==> src/rtl/parallel_mem_stream_ctrl_pkg.sv <==
// Shared widths and lane typedefs for the parallel simple dual-port memory bank
// and its stream controller.
package psdp_pkg;

  function automatic int addrSize(input int d);
    return (d == 1) ? 1 : $clog2(d);
  endfunction

  function automatic int cntSize(input int d);
    return $clog2(d + 1);
  endfunction

  localparam int DefZ     = 2;
  localparam int DefDepth = 16;
  localparam int DefWidth = 12;

  typedef logic [DefWidth-1:0]     wordT;
  typedef wordT [DefZ-1:0]         laneWordsT;
  typedef logic [DefZ-1:0]         laneMaskT;

endpackage

==> src/rtl/parallel_mem_stream_ctrl_wrap_counter.sv <==
// Modulo-depth pointer: advances on inc, wraps from depth-1 to 0, with
// synchronous clear and asynchronous active-low reset.
module wrap_counter import psdp_pkg::*; #(
  parameter int depth = 16
) (
  input  logic                        clk,
  input  logic                        rst_n,
  input  logic                        clr,
  input  logic                        inc,
  output logic [addrSize(depth)-1:0]  value
);

  localparam int aw = addrSize(depth);
  localparam logic [aw-1:0] lastVal = aw'(depth - 1);

  // NOTE: sequential state uses non-blocking assignments so every register
  // samples pre-edge values regardless of process ordering.
  always_ff @(posedge clk or negedge rst_n) begin
    if (!rst_n) begin
      value <= '0;
    end else if (clr) begin
      value <= '0;
    end else if (inc) begin
      value <= (value == lastVal) ? '0 : value + aw'(1);
    end
  end

endmodule

==> src/rtl/parallel_mem_stream_ctrl.sv <==
// Makes a z-lane simple dual-port memory bank behave as a valid/ready FIFO:
// pointers, occupancy, backpressure and one-cycle read latency live here.
module parallel_mem_stream_ctrl import psdp_pkg::*; #(
  parameter  int z        = 2,
  parameter  int depth    = 16,
  parameter  int width    = 12,
  localparam int addrsize = addrSize(depth),
  localparam int cntsize  = cntSize(depth)
) (
  input  logic                    clk,
  input  logic                    reset,
  input  logic                    clear,
  input  logic                    in_valid,
  output logic                    in_ready,
  input  logic [z-1:0]            in_mask,
  input  logic [z*width-1:0]      in_data,
  output logic                    out_valid,
  input  logic                    out_ready,
  output logic [z*width-1:0]      out_data,
  output logic [cntsize-1:0]      count,
  output logic                    full,
  output logic                    empty,
  output logic [z*addrsize-1:0]   addressA,
  output logic [z-1:0]            weA,
  output logic [z*width-1:0]      data_inA,
  output logic [z*addrsize-1:0]   addressB,
  input  logic [z*width-1:0]      data_outB
);

  localparam logic [cntsize-1:0] depthCnt = cntsize'(depth);

  logic [addrsize-1:0] wrPtr;
  logic [addrsize-1:0] rdPtr;
  logic [addrsize-1:0] lastRd;
  logic [cntsize-1:0]  pending;
  logic                push;
  logic                pop;
  logic                issue;

  assign full     = (count == depthCnt);
  assign empty    = (count == '0);
  // Gated by reset so upstream sees backpressure the instant reset asserts.
  assign in_ready = reset && !full;

  assign push  = in_valid && in_ready;
  assign pop   = out_valid && out_ready;
  assign issue = (pending != '0) && (!out_valid || out_ready);

  assign weA      = push ? in_mask : '0;
  assign data_inA = in_data;
  assign addressA = {z{wrPtr}};

  // Re-presenting the last issued address keeps data_outB stable during a stall.
  assign addressB = {z{issue ? rdPtr : lastRd}};
  assign out_data = data_outB;

  wrap_counter #(.depth(depth)) uWrPtr (
    .clk   (clk),
    .rst_n (reset),
    .clr   (clear),
    .inc   (push),
    .value (wrPtr)
  );

  wrap_counter #(.depth(depth)) uRdPtr (
    .clk   (clk),
    .rst_n (reset),
    .clr   (clear),
    .inc   (issue),
    .value (rdPtr)
  );

  always_ff @(posedge clk or negedge reset) begin
    if (!reset) begin
      count     <= '0;
      pending   <= '0;
      lastRd    <= '0;
      out_valid <= 1'b0;
    end else if (clear) begin
      count     <= '0;
      pending   <= '0;
      lastRd    <= '0;
      out_valid <= 1'b0;
    end else begin
      count     <= count + cntsize'(push) - cntsize'(pop);
      pending   <= pending + cntsize'(push) - cntsize'(issue);
      out_valid <= issue || (out_valid && !out_ready);
      if (issue) begin
        lastRd <= rdPtr;
      end
    end
  end

endmodule

==> config.mk <==
export PLATFORM = sky130hd
export DESIGN_NAME = parallel_mem_stream_ctrl
export DESIGN_NICKNAME = d
export VERILOG_FILES = /design/src/rtl/parallel_mem_stream_ctrl_pkg.sv /design/src/rtl/parallel_mem_stream_ctrl_wrap_counter.sv /design/src/rtl/parallel_mem_stream_ctrl.sv
export SDC_FILE = /design/constraint.sdc
export NUM_CORES = 1
export LEC_CHECK = 0
export ABC_AREA = 1
export BUFFER_PORTS_ARGS = -buffer_cell sky130_fd_sc_hd__clkbuf_2
export CORE_MARGIN = 2
export CORE_UTILIZATION = 42
export CTS_BUF_LIST = sky130_fd_sc_hd__clkbuf_16
export CTS_CLUSTER_DIAMETER = 60
export DETAILED_ROUTE_END_ITERATION = 8
export GPL_ROUTABILITY_DRIVEN = 1
export GPL_TIMING_DRIVEN = 0
export PLACE_DENSITY = 0.88
export SYNTH_ARGS = -nofsm -noshare
export SYNTH_HDL_FRONTEND = slang
export SYNTH_SLANG_ARGS = --single-unit
==> constraint.sdc <==
create_clock -name clk -period 3.2 [get_ports clk]
set_input_delay 0.64 -clock clk [delete_from_list [all_inputs] [get_ports clk]]
set_output_delay 0.64 -clock clk [all_outputs]
set_load 0.005 [all_outputs]
==> results.toml <==
[cts]
cts.clk_slew.worst_paths_ns = 0.06
post_cts_buffers = 0
clock-root-buffer = "clkbuf_16"
cts_buffers = 3
numClockSinks = 23
worstSkewPairLatency_ns = 0.26
cts-resized-gates = 0
cts_tree = "built"
clk_path_buf_depth = 2
h-tree-depth = 1
ctsHoldBuffers = 0

[timing]
max_slew_margin_pct = 57.43
fmax_mhz = 346.2
report.final.slew_viol_count = 0
hold_viol = 0
period_needed_ns = 2.889
hold_ws_ns = 0.3870
worst_slew_pin_slew_ns = 0.6385
fin_ws_ns = 0.3113
finalCritPeriodShare_pct = 90.27
rsz0062_at_grt = "false"
setup_tns_ns = 0
finalClockSkew_ns = 0.003611
setup_viol = 0

[critical_path]
critPathMaxStageDelay_ns = 0.49
start_kind = "input port"
path_cells = "clkbuf_2 > nand3_2 > ha_1 > inv_1 > ha_1 > inv_1 > fa_1 > nor3_1 > nor2_1 > nand2_1 > nand2_1 > nor2_1"
crit_slowest_cell = "clkbuf_2"
crit_path_end_kind = "flop"
crit_buf_inv = 3
crit_fanout = 25
worst_r2r_path_depth = 14
critPathKind = "input port to flop"
worstPathArrival_ns = 3.08
cp.depth = 12
path_delay_family = "adder cells"
critPathRequiredTime_ns = 3.39

[synthesis]
synth_enable_flop_cells = 0
synthArstFlopShare_pct = 100.0
ys.flop_type = "dfrtp_1"
synth_xor_area_share_pct = 1.351
synth_compound_area_share_pct = 4.633
synth_cell_types = 24
syn_avg_cell_area_um2 = 7.840
synthAdderAreaFrac_pct = 11.07
yosysWarnings = 0
muxShareOfSynthArea_pct = 0
synth_top_family_by_area = "buffers and inverters"
yosysSeqAreaShare_pct = 29.60
ys_seq_elements = 23
synth_simple_gate_area_share_pct = 23.81
synthCells = 248
synth_fp_nets = 319
netlist_area_um2 = 1944

[pwr]
p_leak_nw = 1.540
p_total_w = 0.001630
ir_drop_mv = 0.2595
cellPowerDensity_nw_per_um2 = 653.5

[job]
maxCapViolations = 0

[die]
dieArea_um2 = 5190
io_pins = 130
coreArea_um2 = 4414
start_util_pct = 44.05
fp.dieW_um = 72.04
fp-row-count = 24
fp.dieH_um = 72.04

[routing]
wl_per_cell_um = 10.75
drt_iter0_drc = 135
wl_um = 4139
firstDrtPassIters = 4
drcViolationCount = 0
drt-vias-per-instance = 4.673
dr_total_vias = 1799
ant_nets = 0

[finish]
syn_to_final_growth_pct = 28.25
nets = 405
diodes = 0
drive_gt1_share_pct = 47.15

[grt]
grt_pass1_wl_um = 6575
antenna_found_initial = 0
grt_max_degree = 26
grtUsageTotal_pct = 15.89
grt_overflow = 0
grt_pass1_vias = 1571

[place]
portBuffers = 81
gp_congestion = 0.7982
pre_cts_ws_ns = -0.009087
post-dp-hpwl_um = 3297

[worst_hold_path]
hold_path.class = "input port to async pin"

[run_status]
run_status = "completed"
final timing paths:
| kind | start | to | slack, ns |
|---|---|---|---|
| max | reset | count[4] | 0.31 |
| min | reset | pending[2] | 0.39 |
| max reg2reg | count[3] | count[4] | 0.54 |
| min reg2reg | lastRd[1] | lastRd[1] | 0.53 |
| max in group asynchronous | reset | lastRd[1] | 2.39 |
| min in group clk | lastRd[1] | lastRd[1] | 0.53 |
report_power, final:
group          switching, W  total [W]  internal, W
logic              0.000475   0.000890     0.000415
registers         0.0000874   0.000460     0.000373
clock network      0.000112   0.000280     0.000167
through the flow:
stage,util (%),std cells,area (um2)
global route,56.49,385,2494
global placement,54.71,381,2415
floorplan,-,248,1944
detailed placement,54.71,381,2415
finish,56.49,385,2494
CTS,56.49,385,2494
synthesized netlist by cell type (3+ instances only):
library cell / instances / area share (%)
a21oi_1: 4 / 1.0
a21oi_2: 4 / 1.8
buf_4: 56 / 22
dfrtp_1: 23 / 30
ha_1: 14 / 9.0
inv_1: 32 / 6.2
nand2_1: 38 / 7.3
nand2_2: 3 / 0.97
nand2_4: 4 / 2.3
nand3_1: 19 / 4.9
nor2_1: 26 / 5.0
nor3_1: 3 / 0.77
o21ai_0: 4 / 1.0
xor2_1: 3 / 1.4
per-layer routing:
metal  wire length (um)  up-vias  global-route usage (%)  share of wire [%]
li1                   -      878                       -                  -
met1               1436      815                   16.78                 35
met2               2259      101                   31.58                 55
met3                400        5                   2.917                9.7
met4                 42        0                   4.612                1.0
met5                  0        -                       0                  0
cells in the final DEF (no fill, tap or decap), types with 3 or more instances in the layout:
cell type / count
xor2_1: 3
inv_1: 33
nor2_1: 26
a21oi_2: 4
dfrtp_1: 23
o21ai_0: 4
nor3_1: 3
clkbuf_2: 81
nand3_1: 19
a21oi_1: 4
ha_1: 14
nand2_4: 4
nand2_2: 3
buf_4: 56
clkbuf_16: 3
nand2_1: 38
logic make-up after synthesis:
| kind of cell | Yosys count |
|---|---|
| xor gates and xnor gates | 3 |
| adders and majority gates | 16 |
| and+or+nand+nor | 100 |
| AOI/OAI and AO/OA | 14 |
| DFF | 23 |
| buffers and inverters | 92 |
registers in the layout, summed over array words and instances (netlist names):
signal and flops:
out_valid 1, count 5, uRdPtr.value 4, pending 5
lastRd 4, uWrPtr.value 4
cell type report:
type | count | area (um2)
clock inverter | 1 | 3.754
tap | 52 | 65.06
sequential | 23 | 575.6
fill | 390 | 1921
inverter | 32 | 120.1
clock buffer | 3 | 75.07
timing repair buffer | 81 | 405.4
multi-input combinational | 133 | 794.5
buffer | 60 | 454.2
No activity file was read; power rests on OpenSTA's default activity.
